[config.mk]
export PLATFORM = sky130hd
export DESIGN_NAME = segment_write_queue_flat
export DESIGN_NICKNAME = d
export VERILOG_FILES = /design/src/rtl/segment_write_queue_if.sv /design/src/rtl/segment_write_queue.sv /design/src/flat_wrapper.sv
export SDC_FILE = /design/constraint.sdc
export NUM_CORES = 1
export LEC_CHECK = 0
export ABC_CLOCK_PERIOD_IN_PS = 3300
export CAP_MARGIN = 25
export CORE_MARGIN = 2
export CORE_UTILIZATION = 55
export CTS_CLUSTER_DIAMETER = 80
export DETAILED_ROUTE_END_ITERATION = 12
export PLACE_DENSITY = 0.77
export SETUP_SLACK_MARGIN = 0.2
export SLEW_MARGIN = 20
export SYNTH_ARGS = -nofsm -noshare
export SYNTH_HDL_FRONTEND = slang
export SYNTH_SLANG_ARGS = --single-unit
[constraint.sdc]
create_clock -name clk -period 3.3 [get_ports clk]
set_clock_uncertainty 0.05 [all_clocks]
set_input_delay 0.66 -clock clk [delete_from_list [all_inputs] [get_ports clk]]
set_output_delay 0.66 -clock clk [all_outputs]
set_load 0.02 [all_outputs]
[src/rtl/segment_write_queue_if.sv]
`default_nettype none
// ============================================================================
//  Module      : segment_write_queue_if
//  Description : Producer-side handshake plus segment-register-file write
//                port for segment_write_queue.
//                  in_valid / in_ready / in_seg / in_data : writeback producer
//                  seg_write_select / _data / _enable     : register file port
//                master = producer/file side, slave = queue.
//  Revision    : 1.0  initial release
// ============================================================================
interface segment_write_queue_if #(
    parameter int DATA_W = 16
);
    logic              in_valid;
    logic              in_ready;
    logic [2:0]        in_seg;
    logic [DATA_W-1:0] in_data;
    logic [2:0]        seg_write_select;
    logic [DATA_W-1:0] seg_write_data;
    logic              seg_write_enable;

    modport master (
        output in_valid, in_seg, in_data,
        input  in_ready, seg_write_select, seg_write_data, seg_write_enable
    );

    modport slave (
        input  in_valid, in_seg, in_data,
        output in_ready, seg_write_select, seg_write_data, seg_write_enable
    );
endinterface
`default_nettype wire

[src/rtl/segment_write_queue.sv]
`default_nettype none
// ============================================================================
//  Module      : segment_write_queue
//  Description : FIFO of segment-register writes from writeback, drained at
//                most one per clock into the segment register file. Exports
//                per-segment pending bits for decode/address-gen stalls.
//  Ports       : clk         - clock, rising edge
//                reset       - asynchronous, active-low
//                bus         - producer handshake + file write port (slave)
//                hold        - 1 = do not drain
//                flush       - synchronous discard of all queued entries
//                pending     - bit i = a queued entry targets segment i
//                count       - entries held, 0..DEPTH
//                empty/full  - count==0 / count==DEPTH
//                err_invalid - 1-cycle pulse: illegal in_seg was consumed
//  Revision    : 1.0  initial release
// ============================================================================
module segment_write_queue #(
    parameter int DEPTH  = 4,
    parameter int PTR_W  = 2,
    parameter int DATA_W = 16
) (
    input  wire logic                clk,
    input  wire logic                reset,
    segment_write_queue_if.slave     bus,
    input  wire logic                hold,
    input  wire logic                flush,
    output logic [5:0]               pending,
    output logic [PTR_W:0]           count,
    output logic                     empty,
    output logic                     full,
    output logic                     err_invalid
);

    localparam int          c_NSEG     = 6;
    localparam logic [2:0]  c_SEG_MAX  = 3'd5;

    // Storage is not reset; only pointers/count decide what is valid.
    logic [2:0]        r_mem_seg  [DEPTH];
    logic [DATA_W-1:0] r_mem_data [DEPTH];

    logic [PTR_W-1:0]  r_head;
    logic [PTR_W-1:0]  r_tail;
    logic [PTR_W:0]    r_count;
    logic [PTR_W:0]    r_pcnt [c_NSEG];
    logic              r_err;

    logic              w_empty;
    logic              w_full;
    logic              w_ready;
    logic              w_enq;
    logic              w_deq;
    logic              w_illegal;
    logic [2:0]        w_head_seg;

    assign w_empty    = (r_count == '0);
    assign w_full     = (r_count == (PTR_W+1)'(DEPTH));
    // A same-cycle dequeue does not free a slot for the producer.
    assign w_ready    = !w_full;
    assign w_enq      = bus.in_valid && w_ready && !flush && (bus.in_seg <= c_SEG_MAX);
    assign w_illegal  = bus.in_valid && w_ready && (bus.in_seg > c_SEG_MAX);
    assign w_deq      = !w_empty && !hold && !flush;
    assign w_head_seg = r_mem_seg[r_head];

    assign bus.in_ready         = w_ready;
    assign bus.seg_write_enable = w_deq;
    // Gated to zero when empty so the port reads 0 out of reset.
    assign bus.seg_write_select = w_empty ? 3'd0 : w_head_seg;
    assign bus.seg_write_data   = w_empty ? '0 : r_mem_data[r_head];

    assign count       = r_count;
    assign empty       = w_empty;
    assign full        = w_full;
    assign err_invalid = r_err;

    always_ff @(posedge clk) begin
        if (w_enq) begin
            r_mem_seg[r_tail]  <= bus.in_seg;
            r_mem_data[r_tail] <= bus.in_data;
        end
    end

    always_ff @(posedge clk or negedge reset) begin
        if (!reset) begin
            r_head  <= '0;
            r_tail  <= '0;
            r_count <= '0;
            r_err   <= 1'b0;
            for (int i = 0; i < c_NSEG; i++) begin
                r_pcnt[i] <= '0;
            end
        end else begin
            r_err <= w_illegal;
            if (flush) begin
                r_head  <= '0;
                r_tail  <= '0;
                r_count <= '0;
                for (int i = 0; i < c_NSEG; i++) begin
                    r_pcnt[i] <= '0;
                end
            end else begin
                if (w_enq) begin
                    r_tail <= r_tail + 1'b1;
                end
                if (w_deq) begin
                    r_head <= r_head + 1'b1;
                end
                r_count <= r_count + (PTR_W+1)'(w_enq) - (PTR_W+1)'(w_deq);
                // Enqueue and dequeue on the same segment cancel out.
                for (int i = 0; i < c_NSEG; i++) begin
                    r_pcnt[i] <= r_pcnt[i]
                               + (PTR_W+1)'(w_enq && (bus.in_seg == 3'(i)))
                               - (PTR_W+1)'(w_deq && (w_head_seg == 3'(i)));
                end
            end
        end
    end

    generate
        for (genvar g = 0; g < c_NSEG; g++) begin : g_pend
            assign pending[g] = (r_pcnt[g] != '0);
        end
    endgenerate

endmodule
`default_nettype wire

[src/flat_wrapper.sv]
// flat-port wrapper written by rule: the top's interface ports become plain ports
module segment_write_queue_flat 
#(
    parameter int DEPTH  = 4,
    parameter int PTR_W  = 2,
    parameter int DATA_W = 16
)
  (clk, reset, hold, flush, pending, count, empty, full, err_invalid, bus_in_valid, bus_in_seg, bus_in_data, bus_in_ready, bus_seg_write_select, bus_seg_write_data, bus_seg_write_enable);
  segment_write_queue_if #(.DATA_W(DATA_W)) bus_i ();
  input  wire logic clk;
  input  wire logic reset;
  input  wire logic hold;
  input  wire logic flush;
  output logic [5:0] pending;
  output logic [PTR_W:0] count;
  output logic empty;
  output logic full;
  output logic err_invalid;
  input wire logic [$bits(bus_i.in_valid)-1:0] bus_in_valid;
  input wire logic [$bits(bus_i.in_seg)-1:0] bus_in_seg;
  input wire logic [$bits(bus_i.in_data)-1:0] bus_in_data;
  output wire logic [$bits(bus_i.in_ready)-1:0] bus_in_ready;
  output wire logic [$bits(bus_i.seg_write_select)-1:0] bus_seg_write_select;
  output wire logic [$bits(bus_i.seg_write_data)-1:0] bus_seg_write_data;
  output wire logic [$bits(bus_i.seg_write_enable)-1:0] bus_seg_write_enable;
  assign bus_i.in_valid = bus_in_valid;
  assign bus_i.in_seg = bus_in_seg;
  assign bus_i.in_data = bus_in_data;
  assign bus_in_ready = bus_i.in_ready;
  assign bus_seg_write_select = bus_i.seg_write_select;
  assign bus_seg_write_data = bus_i.seg_write_data;
  assign bus_seg_write_enable = bus_i.seg_write_enable;
  segment_write_queue #(.DEPTH(DEPTH), .PTR_W(PTR_W), .DATA_W(DATA_W)) u_core (.clk(clk), .reset(reset), .bus(bus_i), .hold(hold), .flush(flush), .pending(pending), .count(count), .empty(empty), .full(full), .err_invalid(err_invalid));
endmodule
==> flow_summary.yaml, run 1 <==
worst_setup_path:
  reg2reg_depth: 10
  r2r_end: "u_core.r_pcnt[17]"
  startpoint_type: "flip-flop"
  crit_type: "flip-flop to output port"
  worstPathArrival_ps: 2250
  worstSetupEndpointType: "output port"
  critPathMaxFanout: 7
  r2r_slack_ps: 380
  timing.rr.start: "u_core.r_head[0]"
  worstPathRequired_ps: 2590
yosys:
  syn_inst: 287
  ys_seq_area_share_pct: 64.0
  synthXorXnorAreaFrac_pct: 2.49
  synth.area.top_cells: "edfxtp_1 50%, dfrtp_1 14%, mux4_2 9.3%"
  synth_flop_cell: "edfxtp_1"
  ys_ff_latch: 102
  syn_area_per_cell_um2: 16.0
  synth_top_area_cell: "edfxtp_1"
  synth_top_family_by_area: "simple AND/OR/NAND/NOR gates"
  synth_simple_gate_area_share_pct: 11.4
  netlist_top_cells_count: "76 x edfxtp_1, 30 x nor2b_1, 28 x inv_1"
  synth-async-reset-ratio_pct: 25.5
  synth_top_area_share_pct: 49.8
  synth.distinct_cells: 40
  yosys_warnings: 0
  post-synth-top-count-cell: "edfxtp_1"
  syn_area_um2: 4580
  synth_fp_nets: 336
  synthAdderAreaFrac_pct: 7.98
  muxShareOfSynthArea_pct: 9.81
  synth_enable_flop_cells: 76
  synth_compound_area_share_pct: 0.492
clocking:
  cts_max_level: 3
  cts_tree: "done"
  cts.sinks: 102
  clk_pin_slew_ps: 100
  cts.repair.resized: 0
  cts_buffers: 9
  clockBufferDepth: 2
  cts_hold_buf: 0
  clockRootBuffer: "clkbuf_8"
  post_cts_buffers: 0
  insertion_delay_ps: 360
drt:
  vias_per_cell: 5.38
  firstDrtPassIters: 4
  finalWirelength_um: 7970
  wl_per_cell_um: 16.9
  ant_nets: 0
  num_vias: 2539
  drt_iter0_drc: 110
  drc_errors: 0
run:
  cap_violations: 0
final_layout:
  nets: 411
  area_growth_pct: 20.8
  seqCellArea_um2: 2930
  fin_util_pct: 68.0
  drive_above_1_share_pct: 17.2
  fill_cells: 567
  multi_input_area_um2: 1480
  antenna_cells: 0
grt:
  grtUsageMet3_pct: 3.48
  grt_usage_pct: 19.6
  grt_max_degree: 27
  overflow: 0
  grtUsageMet1_pct: 26.2
  grt_util_met2_pct: 32.3
  grt_pass1_wl_um: 13000
  top_usage_layer: "met2"
  antenna_found_initial: 0
  grt_pass1_vias: 2604
timing:
  rsz0062_at_grt: "false"
  worst_slew_pin_slew_ps: 410
  setup_tns_ps: 0
  slew_headroom_pct: 72.5
  hold_violations: 0
  drv_slew: 0
  setup_violations: 0
  fin_crit_sh_pct: 89.6
  fmax_mhz: 338
  period_needed_ps: 2960
die:
  die_x_um: 95.2
  dieArea_um2: 9070
  rows: 33
  io_pins: 57
  chipHeight_um: 95.2
  initial_core_util_pct: 56.3
  coreArea_um2: 8130
min_path:
  min_to: "u_core.r_pcnt[8]"
  min_path_type: "flip-flop to flip-flop"
  min_path_cells: 2
  hp-start: "u_core.r_pcnt[8]"
power:
  peakVddDrop_mv: 0.298
  leakagePower_nw: 2.09
  power.density_nw_per_um2: 629
  design_power_total_w: 0.00348
place:
  io_buffer_count: 56
  globalplace.congestion: 0.766
  hpwlAfterDp_um: 5630
run_status:
  status: "finished clean"
[per-layer routing]
| metal | part of all wire [%] | up-vias |
|---|---|---|
| met2 | 53 | 43 |
| met3 | 2.9 | 13 |
| li1 | - | 1180 |
| met5 | 0 | - |
| met1 | 43 | 1303 |
| met4 | 1.8 | 0 |
[through the flow]
| stage | setup WS, ps | instances | instance area, µm² | hold WS, ps |
|---|---|---|---|---|
| 2_1_floorplan | 407 | 287 | 4580 | 314 |
| 3_3_place_gp | 163 | 456 | 5350 | 473 |
| 3_5_place_dp | 89.7 | 456 | 5350 | 482 |
| 4_1_cts | 247 | 472 | 5530 | 509 |
| 5_1_grt | 220 | 472 | 5530 | 556 |
| 6_report | 342 | 472 | 5530 | 515 |
[layout make-up]
class | instances | area share [%]
Timing Repair Buffer | 73 | 12.4
Clock buffer | 9 | 2.24
Tap cell | 105 | 2.38
Inverter | 30 | 2.04
Sequential cell | 102 | 53.0
Clock inverter | 7 | 1.11
Multi-Input combinational cell | 146 | 26.8
[registers in the layout (all words and copies together) (netlist names)]
name and cells:
u_core.r_mem_data 64, u_core.r_pcnt 18, u_core.r_mem_seg 12, u_core.count 3
u_core.r_head 2, u_core.r_tail 2, u_core.err_invalid 1
[cell usage in the layout (no fill, tap or decap), types with 3 or more instances in the layout]
cell type,synthesis,routed
fa_1,7,7
ha_1,18,18
clkbuf_8,0,9
xnor2_1,11,11
nor2_1,13,13
mux4_2,19,19
dfrtp_1,26,25
edfxtp_1,76,76
inv_1,28,28
nor3_1,6,5
and2_1,5,5
nor2b_1,30,30
buf_4,0,17
or3_1,7,7
inv_6,0,3
clkdlybuf4s50_1,0,56
[how the worst max path moves through the flow]
| stage | start | to |
|---|---|---|
| 2_1_floorplan | u_core.count[1] | u_core.r_pcnt[8] |
| 3_3_place_gp | hold | u_core.r_pcnt[17] |
| 3_5_place_dp | flush | u_core.r_pcnt[5] |
| 4_1_cts | u_core.r_head[0] | bus_seg_write_select[2] |
| 5_1_grt | u_core.r_head[0] | bus_seg_write_data[4] |
| 6_report | u_core.r_head[0] | bus_seg_write_select[2] |
[critical path, stage by stage, from the launching register on]
cell and delay [ps]:
dfrtp_2 440, buf_4 150, mux4_2 600, nor2b_1 170, clkdlybuf4s50_1 530
[power by group]
group,internal (W),switching (W)
registers,0.00146,0.0000531
logic,0.000606,0.000618
clock network,0.000292,0.000449
total,0.00236,0.00112
[cell families (layout without fill, tap and decap cells)]
group / count (synthesis) / count (layout)
muxes: 21 / 21
adders and majority gates: 25 / 25
buffers and inverters: 39 / 119
DFF: 102 / 102
xor gates and xnor gates: 13 / 13
and+or+nand+nor: 83 / 83
AOI/OAI and AO/OA: 4 / 4
Power figures use the tool's default switching activity.
==> run 2: changes to the inputs <==
--- a/config.mk
+++ b/config.mk
@@ -13,7 +13,7 @@
 export DETAILED_ROUTE_END_ITERATION = 12
 export PLACE_DENSITY = 0.77
 export SETUP_SLACK_MARGIN = 0.2
-export SLEW_MARGIN = 20
+export SLEW_MARGIN = 10
 export SYNTH_ARGS = -nofsm -noshare
 export SYNTH_HDL_FRONTEND = slang
 export SYNTH_SLANG_ARGS = --single-unit
==> results of run 2 <==
Final layout, timing and power as in run 1 (identical DEF).
==> run 3: changes to the inputs <==
--- a/config.mk
+++ b/config.mk
@@ -11,7 +11,9 @@
 export CORE_UTILIZATION = 55
 export CTS_CLUSTER_DIAMETER = 80
 export DETAILED_ROUTE_END_ITERATION = 12
+export GPL_TIMING_DRIVEN = 0
 export PLACE_DENSITY = 0.77
+export REMOVE_ABC_BUFFERS = 1
 export SETUP_SLACK_MARGIN = 0.2
 export SLEW_MARGIN = 10
 export SYNTH_ARGS = -nofsm -noshare
==> run 3 against run 2 <==
Via count shrank 2.1%. Critical path type unchanged. Highest routed layer unchanged. Worst setup slack worse by 0.75 ps. Power is 3.1% higher. Flip-flop and latch count stayed put. Non-clock buffer count fell by 9. Core utilization rose by 0.28 points. Maximum frequency barely moved. Cell count decreased by 1.9%.
==> flow_summary.yaml, run 3 (synthesized netlist as in run 1, its figures left out) <==
run_status:
  status: "finished clean"
worst_setup_path:
  r2r_slack_ps: 360
  startpoint_type: "flip-flop"
  worstPathArrival_ps: 2250
  critPathMaxFanout: 6
  crit_type: "flip-flop to output port"
  worstSetupEndpointType: "output port"
  worstPathRequired_ps: 2590
final_layout:
  final_common_cell: "edfxtp_1"
  antenna_cells: 0
  nets: 402
  mostFrequentLayoutCells: "76 x edfxtp_1, 54 x clkdlybuf4s50_1, 30 x nor2b_1, 28 x inv_1, 24 x dfrtp_1"
  fill_cells: 562
  largest_reg_flops: 64
  largestRegisters: "u_core.r_mem_data x64, u_core.r_pcnt x18, u_core.r_mem_seg x12"
  fin_util_pct: 68.3
  area_growth_pct: 21.3
  drive_above_1_share_pct: 15.9
  regMostFlops: "u_core.r_mem_data"
power:
  p_sw_w: 0.00114
  power.density_nw_per_um2: 646
  p_seq_share_pct: 42.7
  leakagePower_nw: 2.08
  internal_power_w: 0.00245
  comb_power_share_pct: 33.5
  netSwitchingFraction_pct: 31.8
  peakVddDrop_mv: 0.288
  p_clk_share_pct: 23.8
min_path:
  min_path_type: "flip-flop to flip-flop"
place:
  preCtsSetupSlack_ps: -364
  globalplace.congestion: 0.715
  hpwlAfterDp_um: 5020
  io_buffer_count: 56
drt:
  firstDrtPassIters: 4
  wl_per_cell_um: 16.4
  drc_errors: 0
  num_vias: 2485
  vias_per_cell: 5.37
  ant_nets: 0
  drt_iter0_drc: 108
  finalWirelength_um: 7600
clocking:
  cts.sinks: 102
  cts_tree: "done"
  clockBufferDepth: 2
  cts_buffers: 9
  clockRootBuffer: "clkbuf_8"
  cts_max_level: 3
  insertion_delay_ps: 370
  clk_pin_slew_ps: 100
die:
  initial_core_util_pct: 56.3
  io_pins: 57
  rows: 33
  die_x_um: 95.2
  dieArea_um2: 9070
  chipHeight_um: 95.2
  coreArea_um2: 8130
grt:
  grt_pass1_vias: 2415
  overflow: 0
  grt_usage_pct: 18.4
  grt_pass1_wl_um: 12100
  grt_max_degree: 25
  antenna_found_initial: 0
timing:
  setup_violations: 0
  fin_crit_sh_pct: 89.7
  worst_slew_pin_slew_ps: 1010
  period_needed_ps: 2960
  hold_violations: 0
  rsz0062_at_grt: "false"
  setup_ws_ps: 342
  fmax_mhz: 338
  drv_slew: 0
  slew_headroom_pct: 32.5
run:
  cap_violations: 0
[run 3: worst max-delay path, cell delays in order, from the launching register on]
cell and delay (ps):
dfrtp_4 490, buf_4 190, mux4_2 500, nor2b_1 160
clkdlybuf4s50_1 540
[run 3: worst paths after layout]
kind / start / endpoint / depth (start not counted)
worst min-delay path: u_core.r_pcnt[8] / u_core.r_pcnt[8] / 2
worst max-delay path: u_core.r_head[0] / bus_seg_write_data[15] / 4
worst min register to register: u_core.r_pcnt[8] / u_core.r_pcnt[8] / 2
min in group asynchronous: reset / u_core.r_pcnt[3] / 1
max in group asynchronous: reset / u_core.r_head[0] / 2
worst max register to register: u_core.r_head[0] / u_core.r_pcnt[17] / 10
[run 3: area by class of cell]
class	count	area, µm²	area share, %
timing repair buffer	64	661	11.9
inverter	30	113	2.03
sequential	102	2940	52.9
clock buffer	9	124	2.23
multi-input combinational	146	1490	26.7
tap	105	131	2.37
clock inverter	7	100	1.80
[run 3: timing repair]
action,4_1_cts,5_1_grt
setup endpoints to repair,30,6
hold buffers,0,0
setup buffers,3,0
gates resized for setup,5,1
gates cloned,0,0
[run 3: power groups by stage]
stage / Clock (W) / Sequential, W / Combinational, W
floorplan: 0 / 0.00158 / 0.000640
global placement: 0 / 0.00159 / 0.00111
detailed placement: 0 / 0.00160 / 0.00115
CTS: 0.000875 / 0.00153 / 0.00122
global route: 0.000917 / 0.00154 / 0.00131
finish: 0.000853 / 0.00153 / 0.00120
[run 3: per-layer routing]
| layer | GRT usage, % | share of wire [%] |
|---|---|---|
| met1 | 25.0 | 45 |
| met2 | 29.7 | 50 |
| met3 | 3.87 | 3.2 |
| met4 | 6.16 | 1.4 |
| met5 | 0 | 0 |
[run 3: metrics by stage]
step,instance area (µm²),setup TNS [ps],power [W],cells,hold WS [ps]
after floorplan,4520,-14230,0.00222,278,314
after global placement,5210,-84870,0.00270,439,467
after detailed placement,5280,-8040,0.00275,443,492
after CTS,5540,0,0.00363,462,520
after global routing,5550,0,0.00377,463,549
final,5550,0,0.00359,463,509
